===== config.mk =====
export PLATFORM = sky130hd
export DESIGN_NAME = fractal_st_source_flat
export DESIGN_NICKNAME = d
export VERILOG_FILES = /design/src/rtl/fractal_st_source_pkg.sv /design/src/rtl/fractal_st_source_if.sv /design/src/rtl/fractal_st_source_sync_fifo.sv /design/src/rtl/fractal_st_source.sv /design/src/flat_wrapper.sv
export SDC_FILE = /design/constraint.sdc
export NUM_CORES = 1
export LEC_CHECK = 0
export BUFFER_PORTS_ARGS = -buffer_cell sky130_fd_sc_hd__clkbuf_2
export CORE_AREA = 4 4 75 77
export CTS_BUF_LIST = sky130_fd_sc_hd__clkbuf_2
export CTS_CLUSTER_SIZE = 20
export DETAILED_ROUTE_END_ITERATION = 16
export DIE_AREA = 0 0 79 81
export PLACE_DENSITY = 0.79
export SYNTH_ARGS = -nofsm -noshare
export SYNTH_HDL_FRONTEND = slang
export SYNTH_SLANG_ARGS = --single-unit

===== constraint.sdc =====
create_clock -name clock -period 2.8 [get_ports clock]
set_input_delay 0.14 -clock clock [delete_from_list [all_inputs] [get_ports clock]]
set_output_delay 0.14 -clock clock [all_outputs]
set_load 0.01 [all_outputs]

===== src/rtl/fractal_st_source_pkg.sv =====
// fractal_pkg: shared constants, pixel entry type and the iteration-code
// palette for the fractal Avalon-ST source stage.
//   R_W/G_W/B_W     RGB565 field widths
//   PIX_W           packed pixel width (16)
//   CODE_W          solver iteration code width (4)
//   DEF_RD_LATENCY  default solver read latency in cycles
//   pix_t           FIFO entry {sop, eop, rgb565}
//   palette()       4-bit code -> RGB565 colour
package fractal_pkg;

    localparam int R_W            = 5;
    localparam int G_W            = 6;
    localparam int B_W            = 5;
    localparam int PIX_W          = R_W + G_W + B_W;
    localparam int CODE_W         = 4;
    localparam int DEF_RD_LATENCY = 2;

    typedef struct packed {
        logic             sop;
        logic             eop;
        logic [PIX_W-1:0] data;
    } pix_t;

    // Low codes ramp green up, high codes ramp green down over a blue base,
    // and 7/8 are the two bright transition colours of the top-level map.
    function automatic logic [PIX_W-1:0] palette(input logic [CODE_W-1:0] code);
        logic [R_W-1:0] r;
        logic [G_W-1:0] g;
        logic [B_W-1:0] b;
        logic [2:0]     inv;
        r   = '0;
        g   = '0;
        b   = '0;
        inv = 3'(4'd15 - code);
        if (code <= 4'd6) begin
            g = {code[2:0], 3'b000};
        end else if (code == 4'd7) begin
            g = 6'b111000;
            b = 5'b01000;
        end else if (code == 4'd8) begin
            g = 6'b111000;
            b = 5'b10000;
        end else begin
            g = {inv, 3'b000};
            b = 5'b11000;
        end
        return {r, g, b};
    endfunction

endpackage


===== src/rtl/fractal_st_source_if.sv =====
// fractal_st_source_if: Avalon-ST video bus between the fractal source stage
// and the streaming sink.
//   valid  source has a pixel on the bus
//   ready  sink accepts the pixel this cycle
//   sop    first pixel of a frame
//   eop    last pixel of a frame
//   data   RGB565 pixel
// master = source side, slave = sink side.
interface fractal_st_source_if;
    import fractal_pkg::*;

    logic             valid;
    logic             ready;
    logic             sop;
    logic             eop;
    logic [PIX_W-1:0] data;

    modport master (output valid, sop, eop, data, input ready);
    modport slave  (input valid, sop, eop, data, output ready);

endinterface


===== src/rtl/fractal_st_source_sync_fifo.sv =====
// sync_fifo: single-clock FIFO with registered storage; the head entry is
// read combinationally from the storage array, so a pushed word is visible
// at rdata the cycle after the push.
//   clock, reset  clock and synchronous active-high reset
//   push, wdata   write request and data (ignored when full unless popping)
//   pop           read request (ignored when empty)
//   rdata         head entry
//   full, empty   occupancy flags
//   count         number of stored entries (0..DEPTH)
// DEPTH must be a power of two so the pointers wrap naturally.
module sync_fifo #(
    parameter int WIDTH = 18,
    parameter int DEPTH = 4
) (
    input  logic                     clock,
    input  logic                     reset,
    input  logic                     push,
    input  logic                     pop,
    input  logic [WIDTH-1:0]         wdata,
    output logic [WIDTH-1:0]         rdata,
    output logic                     full,
    output logic                     empty,
    output logic [$clog2(DEPTH):0]   count
);

    localparam int AW = $clog2(DEPTH);

    logic [WIDTH-1:0] mem [DEPTH];
    logic [AW-1:0]    wr_ptr;
    logic [AW-1:0]    rd_ptr;
    logic             do_push;
    logic             do_pop;

    assign full    = (count == (AW+1)'(DEPTH));
    assign empty   = (count == '0);
    assign do_pop  = pop && !empty;
    // A full FIFO can still take a word when the head leaves in the same cycle.
    assign do_push = push && (!full || do_pop);
    assign rdata   = mem[rd_ptr];

    always_ff @(posedge clock) begin
        if (reset) begin
            wr_ptr <= '0;
            rd_ptr <= '0;
            count  <= '0;
        end else begin
            if (do_push) wr_ptr <= wr_ptr + AW'(1);
            if (do_pop)  rd_ptr <= rd_ptr + AW'(1);
            case ({do_push, do_pop})
                2'b10:   count <= count + (AW+1)'(1);
                2'b01:   count <= count - (AW+1)'(1);
                default: count <= count;
            endcase
        end
    end

    // Storage needs no reset: nothing reads it while count is zero.
    always_ff @(posedge clock) begin
        if (do_push) mem[wr_ptr] <= wdata;
    end

endmodule


===== src/rtl/fractal_st_source.sv =====
// fractal_st_source: Avalon-ST video source stage. Issues pixel reads to the
// iterator/solver under credit control, realigns sop/eop/valid with the
// fixed-latency solver data, maps iteration codes to RGB565 and buffers the
// pixels so sink backpressure never drops or duplicates one.
//   clock, reset        system clock, synchronous active-high reset
//   it_en               iterator advance enable (beat accepted when 1)
//   it_start/end/valid  iterator sideband for the current beat
//   rd_data             solver code, valid RD_LATENCY cycles after the beat
//   st                  Avalon-ST source bus (master modport)
//   frame_count         frames delivered to the sink, wrapping
//   overflow            sticky: a push arrived while the FIFO was full
module fractal_st_source
    import fractal_pkg::*;
#(
    parameter int RD_LATENCY = DEF_RD_LATENCY,
    parameter int DEPTH      = 4
) (
    input  logic               clock,
    input  logic               reset,
    output logic               it_en,
    input  logic               it_start,
    input  logic               it_end,
    input  logic               it_valid,
    input  logic [CODE_W-1:0]  rd_data,
    fractal_st_source_if.master st,
    output logic [15:0]        frame_count,
    output logic               overflow
);

    localparam int AW = $clog2(DEPTH);
    // Wide enough for fifo_count + inflight without wrapping.
    localparam int CW = $clog2(DEPTH + RD_LATENCY + 1) + 1;

    // Latency pipe: one bit per stage for each sideband field.
    logic [RD_LATENCY-1:0] vld_pipe;
    logic [RD_LATENCY-1:0] sop_pipe;
    logic [RD_LATENCY-1:0] eop_pipe;

    logic [CW-1:0] inflight;
    logic [CW-1:0] credit_used;

    logic          push;
    logic          pop;
    pix_t          push_pix;
    pix_t          head;
    logic          full;
    logic          empty;
    logic [AW:0]   fifo_count;

    // Every valid beat in the pipe already owns a FIFO slot.
    always_comb begin
        inflight = '0;
        for (int i = 0; i < RD_LATENCY; i++) begin
            inflight = inflight + CW'(vld_pipe[i]);
        end
    end

    assign credit_used = CW'(fifo_count) + inflight;
    // Registered state only: no path from st.ready into the iterator.
    assign it_en       = !reset && (credit_used < CW'(DEPTH));

    always_ff @(posedge clock) begin
        if (reset) begin
            vld_pipe <= '0;
            sop_pipe <= '0;
            eop_pipe <= '0;
        end else begin
            // Stage 0 gets a bubble whenever the iterator is held.
            vld_pipe[0] <= it_valid && it_en;
            sop_pipe[0] <= it_start;
            eop_pipe[0] <= it_end;
            for (int i = 1; i < RD_LATENCY; i++) begin
                vld_pipe[i] <= vld_pipe[i-1];
                sop_pipe[i] <= sop_pipe[i-1];
                eop_pipe[i] <= eop_pipe[i-1];
            end
        end
    end

    // The last pipe stage lines up with the solver data for the same beat.
    assign push          = vld_pipe[RD_LATENCY-1];
    assign push_pix.sop  = sop_pipe[RD_LATENCY-1];
    assign push_pix.eop  = eop_pipe[RD_LATENCY-1];
    assign push_pix.data = palette(rd_data);

    sync_fifo #(
        .WIDTH ($bits(pix_t)),
        .DEPTH (DEPTH)
    ) u_fifo (
        .clock (clock),
        .reset (reset),
        .push  (push),
        .pop   (pop),
        .wdata (push_pix),
        .rdata (head),
        .full  (full),
        .empty (empty),
        .count (fifo_count)
    );

    // Valid is masked by reset so the bus goes quiet in the reset cycle itself;
    // sideband/data are zeroed whenever nothing is offered.
    assign st.valid = !empty && !reset;
    assign st.sop   = st.valid ? head.sop  : 1'b0;
    assign st.eop   = st.valid ? head.eop  : 1'b0;
    assign st.data  = st.valid ? head.data : '0;
    assign pop      = st.valid && st.ready;

    always_ff @(posedge clock) begin
        if (reset) begin
            frame_count <= '0;
        end else if (pop && head.eop) begin
            frame_count <= frame_count + 16'd1;
        end
    end

    // Only reachable if the credit rule is broken; the push itself is dropped
    // inside the FIFO.
    always_ff @(posedge clock) begin
        if (reset) begin
            overflow <= 1'b0;
        end else if (push && full && !pop) begin
            overflow <= 1'b1;
        end
    end

endmodule


===== src/flat_wrapper.sv =====
// flat-port wrapper written by rule: the top's interface ports become plain ports
module fractal_st_source_flat import fractal_pkg::*;
#(
    parameter int RD_LATENCY = DEF_RD_LATENCY,
    parameter int DEPTH      = 4
)
  (clock, reset, it_en, it_start, it_end, it_valid, rd_data, frame_count, overflow, st_valid, st_sop, st_eop, st_data, st_ready);
  fractal_st_source_if st_i ();
  input  logic clock;
  input  logic reset;
  output logic it_en;
  input  logic it_start;
  input  logic it_end;
  input  logic it_valid;
  input  logic [CODE_W-1:0] rd_data;
  output logic [15:0] frame_count;
  output logic overflow;
  output wire logic [$bits(st_i.valid)-1:0] st_valid;
  output wire logic [$bits(st_i.sop)-1:0] st_sop;
  output wire logic [$bits(st_i.eop)-1:0] st_eop;
  output wire logic [$bits(st_i.data)-1:0] st_data;
  input wire logic [$bits(st_i.ready)-1:0] st_ready;
  assign st_valid = st_i.valid;
  assign st_sop = st_i.sop;
  assign st_eop = st_i.eop;
  assign st_data = st_i.data;
  assign st_i.ready = st_ready;
  fractal_st_source #(.RD_LATENCY(RD_LATENCY), .DEPTH(DEPTH)) u_core (.clock(clock), .reset(reset), .it_en(it_en), .it_start(it_start), .it_end(it_end), .it_valid(it_valid), .rd_data(rd_data), .st(st_i), .frame_count(frame_count), .overflow(overflow));
endmodule

Yosys cells after proc, flatten, opt, wreduce, memory -nomap -nowiden
Memories as Yosys holds them, arrays and structs flattened. A register that Yosys moved wholly into a read port is not among the register bits.
Cells that the tools add are included.
Widths: inputs -> output; s select.

word-level totals
  input port bits = 10
  output and inout bits = 37
  memories = 1
  word-level logic and storage cells = 54
  memory bits (writable) = 52
  flip-flop bits (word level) = 30

operators by class
  add/sub/neg operators = 8
  muxes and demuxes = 14
  equal/unequal tests = 5
  $lt $le $gt $ge = 2
  reduce and logical (&&, ||, !) cells = 16

memory list
  name               depth  bits a word  read ports  clocked after memory_dff  write ports  RTL line                           source
  u_core.u_fifo.mem  4      13           1           1                         1            fractal_st_source_sync_fifo.sv:28  logic [WIDTH-1:0] mem [DEPTH];

operators by type and width
  kind                   number
  $mux 6                 3
  $add 16x1->16 const B  1
  $mux 16                1
  $mux 5                 2
  $logic_and 1x1->1      9
  $pmux 3 s2             1
  $add 2x1->2 const B    2
  $add 3x4->4            1
  $eq 4x3->1 const B     1
  $eq 4x4->1 const B     1
  $le 4x3->1 const B     1
  $logic_not 1->1        4
  $lt 4x3->1 const B     1
  $mux 1                 4
  $mux 2                 2
  $mux 4                 1
  $add 3x1->3 const B    1
  $eq 3x3->1 const B     1
  $logic_not 3->1        1
  $sub 3x1->3 const B    1
  $sub 3x3->3 const A    1
  $add 1x1->2            1
  $eq 2x1->1 const B     1
  $eq 2x2->1 const B     1
  2 further kinds        2

Longest topological paths before layout
  depth after elaboration = 9
  depth in mapped cells = 8

Cells and area by module
Synthesis repeated with hierarchy kept, for this count alone.

unflattened totals
  cells, all modules = 291
  area, all modules = 4281.6 um2

modules (own cells, without submodules)
  module             area each (um2)  instances  cells an instance
  sync_fifo          3163.0           1          160
  fractal_st_source  1118.6           1          131

Worst setup path before layout
Ideal clock, no wire load.

  path type = reg-to-reg
  start = register u_core.u_fifo.count[2]
  end = register u_core.u_fifo.count[2]
  path buffers = 1
  setup slack = 0.655 ns
  arrival = 2.012 ns
  required time = 2.668 ns
  cell stages (with the launch flop) = 8
  setup time = 0.132 ns
  cell sequence = dfxtp_1 -> or3_1 -> clkbuf_1 -> nand3_1 -> fa_1 -> or3b_2 -> a31oi_1 -> a21oi_1

between the ends
  cells in the longest elaborated chain, start to end = 9
  elaborated cells on any way between the ends = 15

RTL lines
  what                                                    RTL line                                                     source
  from (decl)                                             fractal_st_source_sync_fifo.sv:23                            output logic [$clog2(DEPTH):0] count
  from (signal assigned)                                  fractal_st_source_sync_fifo.sv:50                            2'b10: count <= count + (AW+1)'(1);
  from (signal assigned)                                  fractal_st_source_sync_fifo.sv:51                            2'b01: count <= count - (AW+1)'(1);
  from (signal assigned)                                  fractal_st_source_sync_fifo.sv:52                            default: count <= count;
  $logic_not 3->1                                         fractal_st_source_sync_fifo.sv:35                            assign empty = (count == '0);
  $logic_not 1->1                                         fractal_st_source_sync_fifo.sv:36, fractal_st_source.sv:103
  $logic_and 1x1->1                                       fractal_st_source.sv:103                                     assign st.valid = !empty && !reset;
  $logic_and 1x1->1                                       fractal_st_source.sv:107                                     assign pop = st.valid && st.ready;
  $logic_and 1x1->1                                       fractal_st_source_sync_fifo.sv:36                            assign do_pop = pop && !empty;
  $logic_or 1x1->1                                        fractal_st_source_sync_fifo.sv:38                            assign do_push = push && (!full || do_pop);
  $logic_and 1x1->1                                       fractal_st_source_sync_fifo.sv:38
  $eq 2x1->1 / $eq 2x2->1 (equally long branches)         fractal_st_source_sync_fifo.sv:49                            case ({do_push, do_pop})
  $pmux 3 s2 / $reduce_bool 2->1 (equally long branches)  --

Several ways; a longest one is shown, not always the timed one.
A chain may end at the register's enable or synchronous reset.

Worst setup path in the final report
Ends and elaborated chain as after synthesis.

==> metrics.md <==
| Metric | Value |
|---|---|
| Layout cells sized above 1 | `0.189` |
| FFs w/ async S/R, synth | `0` |
| PwrDens | `between 400 and 500 nW/um2` |
| Diodes inserted | `0` |
| Detailed placement HPWL | `about 3.3 mm` |
| CTS clk-pin slew, worst paths | `approximately 140 ps` |
| Chip width | `79 um` |
| DR WL/cell | `roughly 13 um` |
| Met1 usage | `0.198` |
| Worst path top cell family by delay | `simple AND/OR/NAND/NOR gates` |
| Syn Inst Count | `about 240` |
| Syn_area_per_cell | `about 12 um2` |
| Global-route track usage on met2 | `0.237` |
| Maximum root-to-sink buffer count | `2` |
| Endpoints failing setup | `0` |
| GRT Total Usage | `0.156` |
| Worst slew pin tran | `about 670 ps` |
| Worst-skew pair later-pin latency | `between 400 and 500 ps` |
| Drt via density | `about 5.3` |
| Most frequent cells in the layout | `47 x clkbuf_2, 32 x dfxtp_1, 28 x edfxtp_1` |
| Crit. End Element | `flip-flop` |
| Hold Violations, Final | `0` |
| GR Layer Usage met3 | `0.0333` |
| TNS Setup | `0 ps` |
| Core Rows | `26` |
| Slew margin rel. | `0.549` |
| DRC viols | `0` |
| Seq/Total Area, Yosys | `0.534` |
| H-tree depth | `3` |
| Layout Area Growth over Synthesis | `10.1%` |
| CTS Sinks | `60` |
| GR peak layer | `met2` |
| Fmax | `approximately 450 MHz` |
| Commonest non-fill, non-tap cell in the layout | `clkbuf_2` |
| Critical path class | `reg2reg` |
| CP max-delay cell | `dfxtp_1` |
| TritonCTS Buffers | `9` |
| Fin nets | `~300` |
| Top Ports | `47` |
| Unrepaired setup endpoints after global routing | `false` |
| Worst hold slack | `around 110 ps` |
| Max-cap violations | `0` |
| Crit path DAT | `roughly 2600 ps` |
| Root buf cell | `clkbuf_2` |
| Worst hold-check path type | `in2reg` |
| TritonRoute pass-1 iters | `5` |
| CP cell instances | `or3_1, nand3_1, fa_1, or3b_2, o21ai_0, nand2b_1, a21oi_1` |
| Clock skew | `~29 ps` |
| Pwr Total | `about 1.5 mW` |
| Starting Density | `0.554` |
| Synth unique cells | `40` |
| Post-synth EDFFs | `28` |
| Min Clock Period, post-route | `around 2200 ps` |
| Grt ovf | `0` |
| Number of global-route vias before repair | `about 1700` |
| CP bufs+invs | `0` |
| Routed Antenna Nets | `0` |
| CP Launch Type | `flip-flop` |
| Wirelength, routed | `between 4 and 5 mm` |
| Global-route wire length before repair | `between 7 and 8 mm` |
| Post-Syn Area | `between 2000 and 3000 um2` |
| Outcome | `finished clean` |
| Core ar. | `5010 um2` |
| CP Data Required Time | `between 3000 and 4000 ps` |
| Core Util, Final | `0.610` |
| Synth Register Bits | `60` |
| Count of input and output buffers | `35` |
| Full die area | `approximately 6400 um2` |
| Die height | `roughly 81 um` |
| Placement Setup Slack | `roughly 600 ps` |
| GP Congestion | `between 0.8 and 0.9` |
| Post-CTS setup buffer count | `0` |
| Initial drt markers | `between 50 and 60` |
| Via Count | `between 1500 and 2000` |
| Ys flop type | `dfxtp_1` |
| Initial antenna violation count | `0` |
| Slowest cell delay on critical path | `about 470 ps` |
| Fin crit share | `0.800` |
| Slack of the critical path | `about 560 ps` |
| Max VDD drop | `0.000226 V` |
| Final Max Slew Viols | `0` |
| CTS tree | `built` |
| LEAKAGE | `1.18 nW` |
| Pin count of the biggest net entering global routing | `35` |
| Worst Path Max Fanout | `11` |
| Syn. warnings | `0` |
[timing repair]
item,4_1_cts,5_1_grt
endpoints found under the hold margin,3,0
resized for setup,0,0
hold buffers,3,0
[through the flow]
step | cell area, um2 | instances
after floorplan | 2810 | 251
after global placement | 2950 | 337
after detailed placement | 2950 | 337
after CTS | 3060 | 356
after global routing | 3060 | 356
final | 3060 | 356
[path summary, 6_finish.rpt]
check                                       startpoint                      end  slack (ps)  cells past startpoint
worst max-delay path            u_core.u_fifo.count[2]   u_core.u_fifo.count[2]         560                      7
worst min-delay path                        rd_data[0]  u_core.u_fifo.mem[0][8]         110                      2
worst max register to register  u_core.u_fifo.count[2]   u_core.u_fifo.count[2]         560                      7
worst min register to register      u_core.eop_pipe[0]       u_core.eop_pipe[1]         450                      1
[power breakdown]
part | switching (mW) | internal (mW) | leakage [nW]
Clock | 0.271 | 0.119 | 0.0585
Combinational | 0.0718 | 0.0485 | 0.606
Sequential | 0.0129 | 0.935 | 0.512
[cells by family after synthesis]
| logic type | count (synthesis) | share of synthesized area |
|---|---|---|
| other cells | 1 | 0.00135 |
| simple gates | 83 | 0.173 |
| flops | 60 | 0.534 |
| fa+ha+maj | 10 | 0.0478 |
| buf+inv | 33 | 0.0654 |
| mux | 10 | 0.0762 |
| compound gates | 34 | 0.0708 |
| xor+xnor | 10 | 0.0316 |
[synth_stat cells, types with 2 or more instances]
cell | number | area (um2)
a21oi_1 | 17 | 85.1
a31oi_1 | 2 | 12.5
and2_1 | 6 | 37.5
and3_1 | 2 | 12.5
buf_4 | 11 | 82.6
buf_6 | 2 | 22.5
clkbuf_1 | 6 | 22.5
dfxtp_1 | 32 | 641
edfxtp_1 | 28 | 841
ha_1 | 9 | 113
inv_1 | 13 | 48.8
mux2i_1 | 2 | 20.0
mux4_1 | 6 | 158
nand2_1 | 6 | 22.5
nand2b_1 | 4 | 25.0
nand3_1 | 8 | 40.0
nand4_1 | 6 | 37.5
nor2_1 | 18 | 67.6
nor2b_1 | 13 | 81.3
nor4_1 | 2 | 12.5
o21ai_0 | 7 | 35.0
o31ai_1 | 5 | 37.5
or3_1 | 7 | 43.8
or4_1 | 5 | 37.5
xnor2_1 | 3 | 26.3
xor2_1 | 7 | 61.3
[metal layers]
layer | vias to the layer above | part of all wire
met3 | 9 | 0.059
met5 | - | 0
met1 | 873 | 0.44
met4 | 0 | 0.026
met2 | 66 | 0.47
li1 | 931 | -
[cell type report]
class / count / area [um2]
Tap cell: 70 / 87.6
Clock buffer: 12 / 60.1
Timing Repair Buffer: 39 / 213
Multi-Input combinational cell: 158 / 1150
Inverter: 13 / 48.8
Fill cell: 406 / 1950
Clock inverter: 4 / 16.3
Sequential cell: 60 / 1480
[state kept, by name, summed over array words and instances (netlist names), named ones only]
signal                flops
u_core.u_fifo.mem        28
u_core.frame_count       16
u_core.u_fifo.count       3
u_core.eop_pipe           2
u_core.sop_pipe           2
u_core.u_fifo.rd_ptr      2
u_core.u_fifo.wr_ptr      2
u_core.vld_pipe           2
u_core.overflow           1
No activity file was read; power rests on OpenSTA's default activity.
